**src/rtl/axi4lite_arbiter.sv**
```systemverilog
// Two-requester round-robin arbiter that sequences single-beat AXI4-Lite
// reads and writes into one shared slave and returns a completion pulse.
module axi4lite_arbiter #(
  parameter int unsigned ADDR_WIDTH = 2,
  parameter int unsigned DATA_WIDTH = 8
) (
  input  logic                    clk,
  input  logic                    rst,
  input  logic [1:0]              req_valid,
  input  logic [1:0]              req_write,
  input  logic [2*ADDR_WIDTH-1:0] req_addr,
  input  logic [2*DATA_WIDTH-1:0] req_wdata,
  output logic [1:0]              req_accept,
  output logic [1:0]              rsp_valid,
  output logic [DATA_WIDTH-1:0]   rsp_rdata,
  output logic                    rsp_err,
  output logic                    busy,
  output logic [ADDR_WIDTH-1:0]   m_awaddr,
  output logic                    m_awvalid,
  input  logic                    m_awready,
  output logic [DATA_WIDTH-1:0]   m_wdata,
  output logic [DATA_WIDTH/8-1:0] m_wstrb,
  output logic                    m_wvalid,
  input  logic                    m_wready,
  input  logic [1:0]              m_bresp,
  input  logic                    m_bvalid,
  output logic                    m_bready,
  output logic [ADDR_WIDTH-1:0]   m_araddr,
  output logic                    m_arvalid,
  input  logic                    m_arready,
  input  logic [DATA_WIDTH-1:0]   m_rdata,
  input  logic [1:0]              m_rresp,
  input  logic                    m_rvalid,
  output logic                    m_rready
);

  localparam int unsigned STRB_W = DATA_WIDTH / 8;

  typedef enum logic [2:0] {
    IDLE, WR_REQ, WR_RESP, RD_REQ, RD_RESP, DONE
  } state_t;

  state_t state, state_nx;

  logic                  grant;
  logic                  last_grant;
  logic                  first;
  logic                  grant_c;
  logic                  start_c;
  logic [ADDR_WIDTH-1:0] sel_addr_c;
  logic [DATA_WIDTH-1:0] sel_wdata_c;
  logic                  unused_resp;

  // Contention goes to whoever did not win last; otherwise the lone requester.
  always_comb begin
    grant_c     = (&req_valid) ? ~last_grant : req_valid[1];
    start_c     = (state == IDLE) && (|req_valid);
    sel_addr_c  = grant_c ? req_addr[ADDR_WIDTH +: ADDR_WIDTH] : req_addr[0 +: ADDR_WIDTH];
    sel_wdata_c = grant_c ? req_wdata[DATA_WIDTH +: DATA_WIDTH] : req_wdata[0 +: DATA_WIDTH];
  end

  always_ff @(posedge clk) begin
    if (rst) state <= IDLE;
    else     state <= state_nx;
  end

  always_comb begin
    state_nx = state;
    case (state)
      IDLE:    if (|req_valid) state_nx = req_write[grant_c] ? WR_REQ : RD_REQ;
      WR_REQ:  if ((!m_awvalid || m_awready) && (!m_wvalid || m_wready)) state_nx = WR_RESP;
      WR_RESP: if (m_bvalid) state_nx = DONE;
      RD_REQ:  if (m_arready) state_nx = RD_RESP;
      RD_RESP: if (m_rvalid) state_nx = DONE;
      DONE:    state_nx = IDLE;
      default: state_nx = IDLE;
    endcase
  end

  // Request capture, AW/W valid tracking and response latching.
  always_ff @(posedge clk) begin
    if (rst) begin
      grant      <= 1'b0;
      last_grant <= 1'b1;
      first      <= 1'b0;
      m_awaddr   <= '0;
      m_wdata    <= '0;
      m_araddr   <= '0;
      m_awvalid  <= 1'b0;
      m_wvalid   <= 1'b0;
      rsp_rdata  <= '0;
      rsp_err    <= 1'b0;
    end else begin
      first <= 1'b0;
      if (start_c) begin
        grant      <= grant_c;
        last_grant <= grant_c;
        first      <= 1'b1;
        if (req_write[grant_c]) begin
          m_awaddr  <= sel_addr_c;
          m_wdata   <= sel_wdata_c;
          m_awvalid <= 1'b1;
          m_wvalid  <= 1'b1;
        end else begin
          m_araddr <= sel_addr_c;
        end
      end
      if (state == WR_REQ) begin
        if (m_awready) m_awvalid <= 1'b0;
        if (m_wready)  m_wvalid  <= 1'b0;
      end
      if (state == WR_RESP && m_bvalid) rsp_err <= m_bresp[1];
      if (state == RD_RESP && m_rvalid) begin
        rsp_rdata <= m_rdata;
        rsp_err   <= m_rresp[1];
      end
    end
  end

  assign busy        = (state != IDLE);
  assign m_arvalid   = (state == RD_REQ);
  assign m_bready    = (state == WR_RESP);
  assign m_rready    = (state == RD_RESP);
  assign m_wstrb     = {STRB_W{m_wvalid}};
  assign req_accept  = first ? (grant ? 2'b10 : 2'b01) : 2'b00;
  assign rsp_valid   = (state == DONE) ? (grant ? 2'b10 : 2'b01) : 2'b00;
  assign unused_resp = ^{m_bresp[0], m_rresp[0]};

endmodule

```
**config.mk**
```make
export PLATFORM = sky130hd
export DESIGN_NAME = axi4lite_arbiter
export DESIGN_NICKNAME = d
export VERILOG_FILES = /design/src/rtl/axi4lite_arbiter.sv
export SDC_FILE = /design/constraint.sdc
export NUM_CORES = 1
export LEC_CHECK = 0
export BUFFER_PORTS_ARGS = -buffer_cell sky130_fd_sc_hd__buf_2
export CORE_ASPECT_RATIO = 1.25
export CORE_MARGIN = 3
export CORE_UTILIZATION = 35
export CTS_CLUSTER_DIAMETER = 40
export DETAILED_ROUTE_END_ITERATION = 8
export MAX_ROUTING_LAYER = met4
export PLACE_DENSITY = 0.71
export SLEW_MARGIN = 20
export SYNTH_ARGS = -nofsm -noshare
export SYNTH_HDL_FRONTEND = slang
export SYNTH_SLANG_ARGS = --single-unit
```
**constraint.sdc**
```tcl
create_clock -name clk -period 2 [get_ports clk]
set_input_delay 0.2 -clock clk [delete_from_list [all_inputs] [get_ports clk]]
set_output_delay 0.2 -clock clk [all_outputs]
set_load 0.01 [all_outputs]
```
* Word-level counts from Yosys, hierarchy flattened
Index checks and enable logic that the tools add are counted.
** Operators by class
- Multiplexer cells :: 26
- Equal/unequal tests :: 10
- Bitwise gates (word level) :: 2
- Reduce and logical (&&, ||, !) cells :: 16
- Magnitude comparators :: 1
** Operator list (count)
- 3-bit two-way mux :: 5
- 3-bit case mux with 5 select lines :: 1
- 1-bit two-way mux :: 14
- 2-bit two-way mux :: 5
- 8-bit two-way mux :: 1
- 3-bit by 2-bit equality test with 1-bit output, second input constant :: 2
- 3-bit equality test, second input constant :: 2
- 2-bit inequality test, second input constant :: 3
- 2-bit AND reduction :: 3
- 5-bit AND reduction :: 1
- 1-bit logical AND :: 4
- 2-bit by 1-bit inequality test with 1-bit output, second input constant :: 2
- 3-bit by 1-bit equality test with 1-bit output, second input constant :: 1
- 3-bit logical NOT :: 1
- 3-bit nonzero test :: 1
- 1-bit logical NOT :: 2
- 1-bit logical OR :: 2
- 1-bit by 2-bit < comparator with 1-bit output, second input constant :: 1
- 1-bit NOT :: 2
- 2-bit nonzero test :: 1
- 2-bit OR reduction :: 1
** Word-level totals
- Input bits :: 43
- Output and inout port bits :: 32
- Logic and storage cells :: 66
- Register bits :: 29

* Depth between registers and ports, before layout
Gate-level depths: netlist of run 1.
- Depth in word-level cells :: 8
- Depth in mapped cells :: 7
- Gate-level depth less buffers :: 5

* Least setup slack after synthesis of run 1
Ideal clock, no wire load.
- Path kind :: flip-flop to flip-flop
- Start :: register state[2]
- End :: register state[0]
- Stages on the path, launching flop included :: 7
- Library setup time :: 127 ps
- Data arrival time :: 1418 ps
- Path buffers :: 1
- Slack :: 456 ps
- Required time :: 1873 ps
- Clock period less this slack :: 1544 ps
- Cell sequence :: dfxtp_1 -> buf_2 -> nor3b_2 -> nand2b_2 -> nand4_2 -> nor4_1 -> or3_1
** On the way
- Longest elaborated chain between the ends :: 3
- Elaborated cells between the ends (all ways) :: 12
- Classes of those cells :: eq/ne (9); mux (1); reduce/logical (2)
** Ends and longest elaborated chain
- from (decl) :: RTL line 43 : state_t state, state_nx;
- from (signal assigned) :: RTL line 64 : else state <= state_nx;
- 3-bit equality test (*)
- net m_rready :: RTL line 34 : output logic m_rready
- 2-bit inequality test (no source line)
- 5-bit AND reduction (no source line)
The timed path passes the listed nets; every way through them passes the cells marked *.
A chain may end at the register's enable or synchronous reset.

* Worst setup path in the final report of run 1
- Start :: register state[0]
- End :: register state[0]
** On the way
- Longest elaborated chain between the ends :: 3
- Elaborated cells between the ends (all ways) :: 12
- Classes of those cells :: eq/ne (9); mux (1); reduce/logical (2)
** Ends and longest elaborated chain
- 3-bit by 1-bit equality test with 1-bit output, or another cell as far along :: RTL line 69 : case (state)
- 2-bit inequality test (no source line) / 2-bit by 1-bit inequality test with 1-bit output (equally long branches)
- 5-bit AND reduction (no source line)
Parallel ways exist; a longest one is shown, timed or not.

==> flow_summary.json, run 1 <==
{
  "start_util_pct": 36.75,
  "worstPathMaxFanout": 11,
  "synth-edff-count": 0,
  "dpl_worst_slack_ps": 248.9,
  "drt_iter0_drc": 23,
  "vias": 1303,
  "final_util_pct": 49.87,
  "drt-wirelength-per-cell_um": 11.57,
  "setup_ws_ps": 243.0,
  "die-area_um2": 4808,
  "synth_cell_type_count": 42,
  "post_cts_buffers": 0,
  "worst_slew_pin_slew_ps": 459.6,
  "seq_area_frac_synth_pct": 41.39,
  "insertion_delay_ps": 270,
  "root_buffer": "clkbuf_8",
  "grt_pass1_vias": 1285,
  "cts.sinks": 29,
  "rsz0062_at_grt": "false",
  "placed_area_um2": 1787,
  "async_reset_ff_share_pct": 0,
  "cp_data_arrival_time_ps": 1910,
  "synth_area_leaders": "dfxtp_1, a211oi_2, mux2i_1, nand2_1, nor2_1",
  "rows": 25,
  "io_pins": 75,
  "synth_top_area_cell": "dfxtp_1",
  "synth_top_area_share_pct": 41.39,
  "cts.repair.resized": 0,
  "routed_via_density": 4.670,
  "timing.setup.tns_ps": 0,
  "hpwl_mm": 2.501,
  "hold_viol_final": 0,
  "cts_max_level": 2,
  "fp.dieH_um": 76.78,
  "slew-limit-headroom_pct": 68.75,
  "grt_overflow": 0,
  "highest_layer": "met4",
  "cts_made_buffers": 5,
  "fin_skew_ps": 4.058,
  "gp_congestion": 0.7230,
  "drt-met1-wl_mm": 1.381,
  "antenna_found_initial": 0,
  "path_clk_slew_ps": 60,
  "ant_nets": 0,
  "first_pass_iters": 4,
  "setup_viol": 0,
  "status": "completed",
  "cts_tree": "done",
  "syn_to_final_growth_pct": 35.68,
  "cts_max_path_buffers": 2,
  "core_area_um2": 3816,
  "synth_flop_cell": "dfxtp_1",
  "drv_slew": 0,
  "wl_met2_mm": 1.553,
  "drc": 0,
  "fin_nets": 267,
  "grt_start_max_net_pins": 22,
  "grt_use_total_pct": 14.30,
  "grt_pass1_wl_mm": 5.506,
  "max_freq_ghz": 0.5691,
  "min_period_ps": 1757,
  "path_class": "reg2reg",
  "avgSynthCellArea_um2": 9.228,
  "synthCells": 152,
  "drive_gt1_share_pct": 45.33,
  "max-vdd-ir-drop_uv": 459.3,
  "worstPathRequired_ps": 2160,
  "p_leak_nw": 0.8731,
  "synth_nets": 195,
  "critPathLaunchType": "register",
  "end_kind": "register",
  "synth_area_um2": 1403,
  "antennaDiodeCount": 0,
  "io_buffers": 72,
  "cap_viol_max_count": 0,
  "synth-seq-cells": 29,
  "reg2reg_slack_ps": 240,
  "wl_met3_um": 279,
  "wirelength_mm": 3.228,
  "final_cell_area_um2": 1903,
  "ctsHoldBuffers": 0,
  "period_share_pct": 87.85,
  "die_x_um": 62.62,
  "hp-class": "in2reg",
  "power_density_nw_per_um2": 1237,
  "yosysWarnings": 0
}
==> where the power goes <==
part	leakage, nW	switching, W	internal, W	total (W)
logic	0.578	0.000473	0.000408	0.000880
clock network	0.0585	0.000213	0.000406	0.000618
registers	0.237	0.000137	0.000718	0.000855
==> cell usage in the layout, fill, tap and decap left out, types with 2 or more instances in the layout <==
master    count
nor3_1        2
nor2b_1       4
a211oi_1      3
a211oi_2      8
a21oi_1      11
buf_4         3
nand2_1      21
nor2_1       21
mux2i_1      10
clkbuf_8      6
buf_2        72
nand2b_2      2
inv_1         2
nor4b_1       2
and2_1        2
dfxtp_1      29
nor4_1        2
==> critical path, stage by stage (launching register included) <==
cell,delay [ps]
dfxtp_1,560
nor3b_1,370
o21ai_1,170
nand4_2,130
nor4_1,60
or3_1,350
==> per-stage QoR <==
stage | std cells | total power, W | hold WS [ps]
after floorplan | 152 | 0.001522 | 295.6
after global placement | 271 | 0.001738 | 395.9
after detailed placement | 271 | 0.001756 | 399.3
after CTS | 279 | 0.002388 | 103.8
after global routing | 279 | 0.002524 | 114.6
final | 279 | 0.002354 | 113.3
==> cells by family (layout without fill, tap and decap cells) <==
kind of cell / Yosys count / in the layout / synth area share (%)
AOI/OAI and AO/OA: 31 / 31 / 18.02
buffers and inverters: 12 / 85 / 5.263
DFF: 29 / 29 / 41.39
muxes: 12 / 12 / 8.921
and+or+nand+nor: 68 / 68 / 26.41
==> state kept, by name, indices dropped and copies added, names as in the netlist <==
signal      count
m_awaddr        2
m_araddr        2
grant           1
m_awvalid       1
rsp_rdata       8
m_wdata         8
m_wstrb         1
last_grant      1
rsp_err         1
state           3
first           1
==> per-layer routing <==
layer  track usage, %  vias up
li1                 -      670
met1            15.61      577
met2            24.33       54
met3            4.832        2
met4            4.636        0
met5                -        -
==> synth_stat cells, types with 2 or more instances <==
library cell,instances
nor3_1,2
buf_4,3
a211oi_2,8
nor4b_1,2
a21oi_1,11
mux2i_1,10
inv_1,2
nor2_1,21
dfxtp_1,29
nand2_1,21
clkbuf_1,2
nand2b_2,2
nor4_1,2
buf_2,2
nor2b_1,4
a211oi_1,3
and2_1,2
buf_6,2
==> cell type report <==
type | instances | area, µm²
Fill cell | 409 | 1913
Sequential cell | 29 | 580.6
Clock inverter | 1 | 30.03
Inverter | 2 | 7.507
Clock buffer | 7 | 86.33
Tap cell | 54 | 67.56
Timing Repair Buffer | 75 | 382.9
Multi-Input combinational cell | 111 | 748.2
==> worst paths after layout <==
check               startpoint           end  cells past startpoint
setup reg to reg      state[0]      state[0]                      5
setup / recovery      state[0]      state[0]                      5
hold reg to reg   rsp_rdata[7]  rsp_rdata[7]                      2
hold / removal        m_wready       m_wstrb                      2
No activity file was read; power rests on OpenSTA's default activity.
==> run 2: changes to the inputs <==
--- a/config.mk
+++ b/config.mk
@@ -11,7 +11,6 @@
 export CORE_UTILIZATION = 35
 export CTS_CLUSTER_DIAMETER = 40
 export DETAILED_ROUTE_END_ITERATION = 8
-export MAX_ROUTING_LAYER = met4
 export PLACE_DENSITY = 0.71
 export SLEW_MARGIN = 20
 export SYNTH_ARGS = -nofsm -noshare
==> flow_summary.json, run 2 (synthesis gave the netlist of run 1 again) <==
{
  "status": "completed",
  "drc": 0,
  "cts.sinks": 29,
  "reg2reg_depth": 5,
  "most-common-layout-cells": "buf_2, dfxtp_1, nor2_1, nand2_1, a21oi_1",
  "setup_viol": 0,
  "cts_tree": "done",
  "final_util_pct": 49.87,
  "timing.setup.tns_ps": 0,
  "io_buffers": 72,
  "internal-power_w": 0.001531,
  "io_pins": 75,
  "rsz0062_at_grt": "false",
  "cp_data_arrival_time_ps": 1910,
  "worstPathRequired_ps": 2160,
  "cts_max_level": 2,
  "drive_gt1_share_pct": 45.33,
  "power_density_nw_per_um2": 1237,
  "fp.dieH_um": 76.78,
  "min_period_ps": 1757,
  "cap_viol_max_count": 0,
  "grtUsageMet3_pct": 5.417,
  "power_switching_w": 0.0008221,
  "final_common_cell": "buf_2",
  "ctsHoldBuffers": 0,
  "antenna_found_initial": 0,
  "insertion_delay_ps": 270,
  "hp-class": "in2reg",
  "grt_use_met2_pct": 24.33,
  "power_frac_clock_pct": 26.3,
  "cts.repair.resized": 0,
  "end_kind": "register",
  "core_area_um2": 3816,
  "routed_via_density": 4.670,
  "die-area_um2": 4808,
  "rows": 25,
  "ant_nets": 0,
  "p_leak_nw": 0.8731,
  "fillers": 409,
  "grt_pass1_vias": 1285,
  "drv_slew": 0,
  "slew-limit-headroom_pct": 68.75,
  "path_clk_slew_ps": 60,
  "path_class": "reg2reg",
  "grt_pass1_wl_mm": 5.499,
  "critPathLaunchType": "register",
  "syn_to_final_growth_pct": 35.68,
  "period_share_pct": 87.85,
  "drt-wirelength-per-cell_um": 11.57,
  "first_pass_iters": 4,
  "reg2reg_slack_ps": 240,
  "grt_use_total_pct": 13.91,
  "start_util_pct": 36.75,
  "root_buffer": "clkbuf_8",
  "post_cts_buffers": 0,
  "vias": 1303,
  "hold_viol_final": 0,
  "gp_congestion": 0.7148,
  "power_frac_comb_pct": 37.4,
  "die_x_um": 62.62,
  "cts_made_buffers": 5,
  "wirelength_mm": 3.228,
  "max_freq_ghz": 0.5691,
  "p_sw_share_pct": 34.93,
  "cts_max_path_buffers": 2,
  "fin_skew_ps": 4.057,
  "grt.met1_usage_pct": 15.25,
  "max-vdd-ir-drop_uv": 459.3,
  "grt-busiest-layer": "met2",
  "antennaDiodeCount": 0,
  "holdPathStages": 2,
  "worstPathMaxFanout": 11,
  "grt_overflow": 0,
  "drt_iter0_drc": 28,
  "worst_slew_pin_slew_ps": 459.6,
  "fin_nets": 267,
  "grt_start_max_net_pins": 22,
  "seq_power_share_pct": 36.3,
  "hpwl_mm": 2.501,
  "top_regs": "m_wdata: 8 flops, rsp_rdata: 8 flops, state: 3 flops"
}
run 2: cell counts in the layout (fill, tap and decap cells not counted):
No cell type changed its count.
run 2: layout make-up:
| type | count | area (µm²) | area share, % |
|---|---|---|---|
| flip-flops and latches | 29 | 580.6 | 30.51 |
| clock buffers | 7 | 86.33 | 4.536 |
| inverters | 2 | 7.507 | 0.3945 |
| clock inverters | 1 | 30.03 | 1.578 |
| multi-input cells | 111 | 748.2 | 39.32 |
| well taps | 54 | 67.56 | 3.550 |
| repair buffers | 75 | 382.9 | 20.12 |
run 2: final timing paths:
check | from | to
worst max-delay path | state[0] | state[0]
worst min-delay path | m_wready | m_wstrb
worst max register to register | state[0] | state[0]
worst min register to register | rsp_rdata[7] | rsp_rdata[7]
run 2: metal layers:
| metal | up-vias | routed length, µm |
|---|---|---|
| met5 | - | 0 |
| met4 | 0 | 14 |
| met3 | 2 | 301 |
| met2 | 54 | 1553 |
| met1 | 577 | 1359 |
| li1 | 670 | - |
run 2: power by group through the flow:
stage / clock [W] / combinational, W / sequential (W)
floorplan: 0 / 0.000663 / 0.000860
global route: 0.000663 / 0.000977 / 0.000883
finish: 0.000618 / 0.000880 / 0.000855
detailed placement: 0 / 0.000890 / 0.000866
CTS: 0.000640 / 0.000893 / 0.000855
global placement: 0 / 0.000874 / 0.000864
run 2: metrics by stage:
| step | worst slack, ps | area [µm²] | hold WS (ps) | std cells | total power [W] |
|---|---|---|---|---|---|
| floorplan | 455.5 | 1403 | 295.6 | 152 | 0.001522 |
| global placement | 283.2 | 1787 | 395.9 | 271 | 0.001738 |
| detailed placement | 248.9 | 1787 | 399.3 | 271 | 0.001756 |
| CTS | 235.4 | 1903 | 103.8 | 279 | 0.002388 |
| global route | 110.2 | 1903 | 114.6 | 279 | 0.002524 |
| finish | 243.0 | 1903 | 113.3 | 279 | 0.002353 |
run 2: critical path: stages (launching register included):
cell	delay, ps
dfxtp_1	560
nor3b_1	370
o21ai_1	170
nand4_2	130
nor4_1	60
or3_1	350
